$ cat src/rtl/wb_trace_buffer_pkg.sv
// Shared definitions for the write-back trace buffer.
// Entry layout (LSB first): data[31:0], addr[36:32], inst[68:37], pc[100:69],
// and with WB_TRACE_TIMESTAMP_EN defined, ts[132:101].
// Macro: WB_TRACE_TIMESTAMP_EN selects the 133-bit entry with a timestamp field.
package wb_trace_buffer_pkg;

`ifdef WB_TRACE_TIMESTAMP_EN
  localparam int TRACE_ENTRY_W = 133;
`else
  localparam int TRACE_ENTRY_W = 101;
`endif

  localparam int TRACE_DATA_LSB = 0;
  localparam int TRACE_ADDR_LSB = 32;
  localparam int TRACE_INST_LSB = 37;
  localparam int TRACE_PC_LSB   = 69;
  localparam int TRACE_TS_LSB   = 101;

  localparam logic [4:0] TRACE_REG_ZERO = 5'd0;

endpackage

$ cat src/rtl/wb_trace_buffer_fifo.sv
// Generic synchronous FIFO used by the trace buffer.
// Ports:
//   clk_i, rst_i       : rising-edge clock, synchronous active-high reset
//   push_i, wdata_i    : write request and data (accepted if not full, or full with pop)
//   pop_i              : read request (ignored when empty)
//   rdata_o            : head entry, combinational from the RAM read port
//   count_o            : occupancy, 0..DEPTH
//   full_o, empty_o    : occupancy flags
// DEPTH must be a power of two so the pointers wrap naturally.
module trace_fifo #(
  parameter int WIDTH = 8,
  parameter int DEPTH = 16
) (
  input  logic                     clk_i,
  input  logic                     rst_i,
  input  logic                     push_i,
  input  logic [WIDTH-1:0]         wdata_i,
  input  logic                     pop_i,
  output logic [WIDTH-1:0]         rdata_o,
  output logic [$clog2(DEPTH):0]   count_o,
  output logic                     full_o,
  output logic                     empty_o
);

  localparam int AW = $clog2(DEPTH);
  localparam int CW = AW + 1;
  localparam logic [CW-1:0] FULL_CNT = CW'(DEPTH);

  logic [WIDTH-1:0] mem_q [DEPTH];
  logic [AW-1:0]    wr_ptr_q, wr_ptr_d;
  logic [AW-1:0]    rd_ptr_q, rd_ptr_d;
  logic [CW-1:0]    count_q, count_d;
  logic             push_ok, pop_ok;

  assign full_o  = (count_q == FULL_CNT);
  assign empty_o = (count_q == '0);

  // When full, a simultaneous pop frees the head slot, which is exactly
  // where the write pointer sits; the new entry lands there as the tail.
  assign push_ok = push_i & (~full_o | pop_i);
  assign pop_ok  = pop_i & ~empty_o;

  always_comb begin
    wr_ptr_d = wr_ptr_q;
    rd_ptr_d = rd_ptr_q;
    count_d  = count_q;
    if (push_ok) wr_ptr_d = wr_ptr_q + 1'b1;
    if (pop_ok)  rd_ptr_d = rd_ptr_q + 1'b1;
    unique case ({push_ok, pop_ok})
      2'b10:   count_d = count_q + 1'b1;
      2'b01:   count_d = count_q - 1'b1;
      default: count_d = count_q;
    endcase
  end

  always_ff @(posedge clk_i) begin
    if (rst_i) begin
      wr_ptr_q <= '0;
      rd_ptr_q <= '0;
      count_q  <= '0;
    end else begin
      wr_ptr_q <= wr_ptr_d;
      rd_ptr_q <= rd_ptr_d;
      count_q  <= count_d;
    end
  end

  // Storage is not reset; occupancy alone says which slots are live.
  always_ff @(posedge clk_i) begin
    if (!rst_i && push_ok) mem_q[wr_ptr_q] <= wdata_i;
  end

  assign rdata_o = mem_q[rd_ptr_q];
  assign count_o = count_q;

endmodule

$ cat src/rtl/wb_trace_buffer.sv
// Write-back trace buffer: captures every register-file write of the CPU
// into a FIFO and drains it through a valid/ready port.
// Ports:
//   clk_in, reset                 : CPU clock, synchronous active-high reset
//   trace_en                      : capture enable
//   pc, inst, rf_w, w_addr, w_data: per-cycle CPU debug outputs
//   out_valid/out_ready           : drain handshake
//   out_pc/inst/addr/data(/ts)    : head entry, zero when out_valid is low
//   count, almost_full            : occupancy and stall hint
//   overflow, drop_cnt, clr_ovf   : sticky drop flag, saturating drop counter, clear
// Macro: WB_TRACE_TIMESTAMP_EN adds a free-running cycle counter stored per
// entry and the out_ts output.
module wb_trace_buffer
  import wb_trace_buffer_pkg::*;
#(
  parameter int DEPTH     = 16,
  parameter int AF_MARGIN = 2,
  parameter int CNT_W     = 16
) (
  input  logic                   clk_in,
  input  logic                   reset,
  input  logic                   trace_en,
  input  logic [31:0]            pc,
  input  logic [31:0]            inst,
  input  logic                   rf_w,
  input  logic [4:0]             w_addr,
  input  logic [31:0]            w_data,
  output logic                   out_valid,
  input  logic                   out_ready,
  output logic [31:0]            out_pc,
  output logic [31:0]            out_inst,
  output logic [4:0]             out_addr,
  output logic [31:0]            out_data,
`ifdef WB_TRACE_TIMESTAMP_EN
  output logic [31:0]            out_ts,
`endif
  output logic [$clog2(DEPTH):0] count,
  output logic                   almost_full,
  output logic                   overflow,
  output logic [CNT_W-1:0]       drop_cnt,
  input  logic                   clr_ovf
);

  localparam int CW     = $clog2(DEPTH) + 1;
  localparam int AF_LVL = (DEPTH > AF_MARGIN) ? (DEPTH - AF_MARGIN) : 0;
  localparam logic [CW-1:0] AF_LEVEL = CW'(AF_LVL);

  logic                     push, pop, drop;
  logic                     fifo_full, fifo_empty;
  logic [TRACE_ENTRY_W-1:0] wr_entry, head;
  logic                     overflow_q, overflow_d;
  logic [CNT_W-1:0]         drop_cnt_q, drop_cnt_d;

  assign push = trace_en & rf_w & (w_addr != TRACE_REG_ZERO);
  assign pop  = out_valid & out_ready;
  // A pop on a full FIFO makes room, so only an unpaired push is lost.
  assign drop = push & fifo_full & ~pop;

`ifdef WB_TRACE_TIMESTAMP_EN
  logic [31:0] ts_q;

  always_ff @(posedge clk_in) begin
    if (reset) ts_q <= '0;
    else       ts_q <= ts_q + 32'd1;
  end

  assign wr_entry = {ts_q, pc, inst, w_addr, w_data};
`else
  assign wr_entry = {pc, inst, w_addr, w_data};
`endif

  trace_fifo #(
    .WIDTH (TRACE_ENTRY_W),
    .DEPTH (DEPTH)
  ) u_fifo (
    .clk_i   (clk_in),
    .rst_i   (reset),
    .push_i  (push),
    .wdata_i (wr_entry),
    .pop_i   (pop),
    .rdata_o (head),
    .count_o (count),
    .full_o  (fifo_full),
    .empty_o (fifo_empty)
  );

  assign out_valid   = ~fifo_empty;
  assign almost_full = (count >= AF_LEVEL);

  assign out_pc   = out_valid ? head[TRACE_PC_LSB   +: 32] : '0;
  assign out_inst = out_valid ? head[TRACE_INST_LSB +: 32] : '0;
  assign out_addr = out_valid ? head[TRACE_ADDR_LSB +: 5]  : '0;
  assign out_data = out_valid ? head[TRACE_DATA_LSB +: 32] : '0;
`ifdef WB_TRACE_TIMESTAMP_EN
  assign out_ts   = out_valid ? head[TRACE_TS_LSB   +: 32] : '0;
`endif

  // Clear takes priority over a drop in the same cycle.
  always_comb begin
    overflow_d = overflow_q;
    drop_cnt_d = drop_cnt_q;
    if (clr_ovf) begin
      overflow_d = 1'b0;
      drop_cnt_d = '0;
    end else if (drop) begin
      overflow_d = 1'b1;
      if (drop_cnt_q != '1) drop_cnt_d = drop_cnt_q + 1'b1;
    end
  end

  always_ff @(posedge clk_in) begin
    if (reset) begin
      overflow_q <= 1'b0;
      drop_cnt_q <= '0;
    end else begin
      overflow_q <= overflow_d;
      drop_cnt_q <= drop_cnt_d;
    end
  end

  assign overflow = overflow_q;
  assign drop_cnt = drop_cnt_q;

endmodule

$ cat config.mk
export PLATFORM = sky130hd
export DESIGN_NAME = wb_trace_buffer
export DESIGN_NICKNAME = d
export VERILOG_FILES = /design/src/rtl/wb_trace_buffer_pkg.sv /design/src/rtl/wb_trace_buffer_fifo.sv /design/src/rtl/wb_trace_buffer.sv
export SDC_FILE = /design/constraint.sdc
export NUM_CORES = 1
export LEC_CHECK = 0
export BUFFER_PORTS_ARGS = -buffer_cell sky130_fd_sc_hd__buf_2
export CAP_MARGIN = 20
export CORE_MARGIN = 3
export CORE_UTILIZATION = 55
export DETAILED_ROUTE_END_ITERATION = 12
export PLACE_DENSITY_LB_ADDON = 0.08
export REMOVE_ABC_BUFFERS = 1
export SLEW_MARGIN = 20
export SYNTH_ARGS = -nofsm -noshare
export SYNTH_HDL_FRONTEND = slang
export SYNTH_SLANG_ARGS = --single-unit
$ cat constraint.sdc
create_clock -name clk_in -period 14.4 [get_ports clk_in]
set_input_delay 0.72 -clock clk_in [delete_from_list [all_inputs] [get_ports clk_in]]
set_output_delay 0.72 -clock clk_in [all_outputs]
set_load 0.005 [all_outputs]
== Yosys cells after proc, flatten, opt, wreduce, memory -nomap -nowiden ==
Memories as Yosys holds them, arrays and structs flattened. A register that Yosys moved wholly into a read port is not among the register bits.
Cells that the tools add are included.

* Bits in registers: 30
* Memory bits (writable): 1616
* Output and inout port bits: 125
* Memories: 1

* Add/sub/neg operators: 5
* Order comparisons: 1
* Eq/ne operators: 4
* Mux-type cells: 9
* Bitwise operators: 11
* Reduce and logical (&&, ||, !) cells: 7

{| class="wikitable"
|+ Memory list
! memory !! depth !! bits a word !! rd ports !! clocked after Yosys merged registers in !! wr ports !! RTL line !! text
|-
| u_fifo.mem_q || 16 || 101 || 1 || 1 || 1 || wb_trace_buffer_fifo.sv:29 || <nowiki>logic [WIDTH-1:0] mem_q [DEPTH];</nowiki>
|}

{| class="wikitable"
|+ Operators by type and width
! kind !! number
|-
| 32-bit 2-to-1 mux || 3
|-
| 16-bit by 1-bit adder with 16-bit output, second input constant || 1
|-
| 16-bit inequality test, second input constant || 1
|-
| 5-bit one-hot mux with 2 select lines || 1
|-
| 4-bit by 1-bit adder with 4-bit output, second input constant || 2
|-
| 4-bit 2-to-1 mux || 2
|-
| 1-bit AND || 7
|-
| 5-bit by 1-bit adder with 5-bit output, second input constant || 1
|-
| 5-bit equality test, second input constant || 1
|-
| 5-bit by 4-bit greater-or-equal comparator with 1-bit output, second input constant || 1
|-
| 5-bit zero test || 1
|-
| 5-bit 2-to-1 mux || 1
|-
| 5-bit nonzero test || 1
|-
| 5-bit by 1-bit subtractor with 5-bit output, second input constant || 1
|-
| 1-bit inverter || 3
|-
| 2-bit by 1-bit equality test with 1-bit output, second input constant || 1
|-
| 2-bit equality test, second input constant || 1
|-
| 1-bit 2-to-1 mux || 2
|-
| 2-bit AND reduction || 1
|-
| 2-bit nonzero test || 1
|-
| 2-bit OR reduction || 1
|-
| 1-bit logical AND || 1
|-
| 1-bit zero test || 1
|-
| 1-bit OR || 1
|}

== Depth between registers and ports, before layout ==
* Word-level depth: 8
* Gate-level depth with buffers: 12
* Mapped depth without buffers: 11

== Modules after synthesis ==
Synthesis repeated with hierarchy kept, for this count alone.

* Cells, all modules: 2797
* Area total of the unflattened synthesis: 62681.4 µm²

{| class="wikitable"
|+ Modules (own cells, without submodules)
! module !! instances !! cells each !! area an instance (µm²) !! sequential area each (µm²)
|-
| trace_fifo || 1 || 2577 || 61082.3 || 48866.9
|-
| wb_trace_buffer || 1 || 220 || 1599.0 || 340.3
|}

== Worst setup path after synthesis ==
Ideal clock, no wire load.

* Kind: input to register
* From: input port w_addr[1]
* To: memory u_fifo.mem_q[12][0] (netlist bit), enable pin
* Arrival: 5.790 ns
* Data required time: 13.838 ns
* Slack: 8.048 ns
* Stages: 6
* Cells stage by stage: or3_1 -> o311a_1 -> and2_1 -> clkbuf_1 -> nand2_1 -> nor2_1

* Cells in the longest elaborated chain, start to end: 6

{| class="wikitable"
|+ Ends and longest elaborated chain
! item !! RTL line !! text
|-
| from (decl) || wb_trace_buffer.sv:26 || <nowiki>input logic [4:0] w_addr,</nowiki>
|-
| 5-bit nonzero test || wb_trace_buffer.sv:54 || <nowiki>assign push = trace_en & rf_w & (w_addr != TRACE_REG_ZERO);</nowiki>
|-
| 1-bit AND || wb_trace_buffer.sv:54 ||
|-
| 1-bit AND || wb_trace_buffer_fifo.sv:40 || <nowiki>assign push_ok = push_i & (~full_o | pop_i);</nowiki>
|-
| 1-bit logical AND || wb_trace_buffer_fifo.sv:70 || <nowiki>if (!rst_i && push_ok) mem_q[wr_ptr_q] <= wdata_i;</nowiki>
|-
| 1-bit 2-to-1 mux || wb_trace_buffer_fifo.sv:70 ||
|-
| 1-bit 2-to-1 mux (not written as such) || wb_trace_buffer_fifo.sv:70 ||
|-
| to (decl) || wb_trace_buffer_fifo.sv:29 ||
|}

No other way between the ends.

==> flow_summary.ini <==
[status]
status = finished clean

[pwr]
switchingPower_mw = 2.870
seqPwrFrac = 0.463
p_comb_frac = 0.181
p_int_mw = 8.688
swShare = 0.2483
p_leak_nw = 21.63
ir_worst_vdd_uv = 192.3
powerDensity_mw_per_mm2 = 162.9
pwr-share-clk = 0.355

[sta]
relSlewSlack = 0.2507
worst_slew_pin_slew_ns = 1.124
fmax_ghz = 0.1624
slew_violations = 0
finalCritPeriodShare = 0.4277
rsz0062_at_grt = no
skew_ns = 0.01925
hold_violations = 0
period_minus_slack_ns = 6.158
hold_ws_ns = 0.2671
setup_viol_count_final = 0

[synth]
yosys_warnings = 0
synth_top_area_frac = 0.7753
syn_inst = 2672
ys_ff_latch = 1650
synth-edff-count = 1616
synth_area_per_cell_um2 = 23.42
synth_top_area_cell = edfxtp_1
synth_seq_area_share = 0.7862
netlist_area_mm2 = 0.06259
ys_types = 37
yosys-top-cells-area = edfxtp_1, mux4_2, mux2i_1
synth_flop_cell = edfxtp_1
synthArstFlopShare = 0

[floorplanning]
std_cell_rows = 123
core-area_mm2 = 0.1127
ios = 232
die-area_mm2 = 0.1179
die_width_um = 343.3
initial_core_util = 0.5556
die_h_um = 343.3

[cells_and_area]
syn_to_final_growth_pct = 13.38
nets = 3096
drive_above_1_share = 0.3033
final_cell_mix = edfxtp_1, mux4_2, buf_2
stdcell_count = 4623
final_common_cell = edfxtp_1

[cts]
ctsHoldBuffers = 0
cts_sinks = 1650
clock_latency_ns = 0.75
cts_setup_buffers = 0
cts_buffers = 163
ctsResizeCount = 0
cts_tree = done
clkTransAtPathRegs_ns = 0.06
cts_root_buf = clkbuf_16
h-tree-depth = 4
clock_path_buffers = 3

[global_route]
grt_pass1_wl_um = 203400
grt_start_max_net_pins = 150
grt_use_total = 0.2390
grt_pass1_vias = 30370
gr-total-overflow = 0
antenna_found_initial = 20

[setup_path]
startpoint_type = flop
reg2regPathDepth = 7
ff2ff_setup_slack_ns = 10.27
rr_endpoint = u_fifo.mem_q[10][41]
cp.arrival_ns = 5.44
path_class = flop to output port
worst-path-max-fanout = 50
critPathCaptureType = output port
cp_data_required_time_ns = 13.68
rr_startpoint = u_fifo.count_o[1]

[routing]
drtIter0Drc = 2631
vias = 28850
ant_nets = 0
drt_pre_antenna_iters = 6
routed_wl_um = 138500
wire_per_inst_um = 29.96
drc = 0
viasPerCell = 6.241

[flow_run]
maxCapViolations = 0

[min_path]
whs_path_depth = 4
min_to = drop_cnt[2]
hp-start = clr_ovf
holdCritPathClass = primary input to flop

[placement]
gp_congestion = 0.7552
hpwlAfterDp_um = 66290
portBuffers = 231
dp_cells = 4312
-- worst max-delay path, cell delays in order, from the launching register on --
cell and delay [ns]:
dfxtp_4 0.89, buf_6 0.64, buf_4 0.90, buf_4 0.92, mux4_2 0.60, mux2i_1 0.15, o22ai_1 0.19, buf_2 0.24
-- power by group through the flow --
stage | registers [mW] | clock network [mW] | logic, mW
detailed placement | 5.46 | 0 | 2.14
finish | 5.36 | 4.11 | 2.10
global placement | 5.46 | 0 | 2.11
floorplan | 5.68 | 0 | 2.01
global route | 5.36 | 4.38 | 2.27
CTS | 5.36 | 4.19 | 2.15
-- through the flow --
step	area [um2]	util	power [mW]	TNS, ns	setup WS, ns
floorplan	62000	-	7.690	-430.54	-4.263
global placement	65650	0.5828	7.571	0	8.579
detailed placement	65710	0.5833	7.595	0	8.562
CTS	70890	0.6293	11.70	0	7.709
global route	70940	0.6297	12.01	0	7.621
finish	70960	0.6299	11.56	0	8.242
-- routing by layer --
| layer | vias up | wire length, um | global-route usage |
|---|---|---|---|
| met4 | 12 | 2264 | 0.05641 |
| met2 | 992 | 68990 | 0.3840 |
| met1 | 15580 | 57710 | 0.3465 |
| met3 | 185 | 9475 | 0.04628 |
| li1 | 12080 | - | - |
| met5 | - | 82 | 0 |
-- flip-flops by register name (all words and copies together), names as in the netlist, named ones only --
name             cells
overflow             1
u_fifo.mem_q      1616
u_fifo.count_o       5
drop_cnt            16
u_fifo.wr_ptr_q      4
u_fifo.rd_ptr_q      4
-- final cells by class --
type / count / area, um2
Fill cell: 7590 / 41690
Inverter: 6 / 22.52
Antenna cell: 14 / 35.03
Clock buffer: 204 / 4307
Tap cell: 1500 / 1877
Timing Repair Buffer: 284 / 1722
Sequential cell: 1650 / 49220
Multi-Input combinational cell: 873 / 12900
Clock inverter: 92 / 875.8
-- cell usage after synthesis (3+ instances only) --
| cell | count |
|---|---|
| buf_1 | 29 |
| nand4_1 | 7 |
| or4_1 | 3 |
| buf_2 | 40 |
| nor2_1 | 40 |
| edfxtp_1 | 1616 |
| o21ai_0 | 11 |
| a21oi_1 | 19 |
| dfxtp_1 | 34 |
| ha_1 | 10 |
| inv_1 | 6 |
| xnor2_1 | 5 |
| nand3_1 | 6 |
| clkbuf_1 | 73 |
| o22ai_1 | 101 |
| xor2_1 | 8 |
| mux4_2 | 404 |
| mux2i_1 | 205 |
| nand2_1 | 20 |
| or3_1 | 13 |
-- worst max path at each step --
stage	from	end	slack, ns	depth (start not counted)
after detailed placement	flop	out_data[8]	8.56	7
after global placement	flop	out_data[31]	8.58	7
after global routing	flop	out_data[17]	7.62	8
final	flop	out_data[8]	8.24	7
after floorplan	flop	out_addr[0]	-4.26	3
after CTS	flop	out_data[8]	7.71	7
-- logic make-up (layout without fill, tap and decap cells) --
logic type / Yosys count / after routing / synth area share
AND/OR/NAND/NOR: 103 / 103 / 0.008456
other: 0 / 14 / 0
multiplexers: 609 / 609 / 0.1782
AO/OA/AOI/OAI: 137 / 137 / 0.01325
XOR/XNOR: 13 / 13 / 0.001819
flip-flops: 1650 / 1650 / 0.7862
adder cells (fa/ha/maj): 11 / 11 / 0.002319
buffers and inverters: 149 / 586 / 0.009795
No activity file was read; power rests on OpenSTA's default activity.
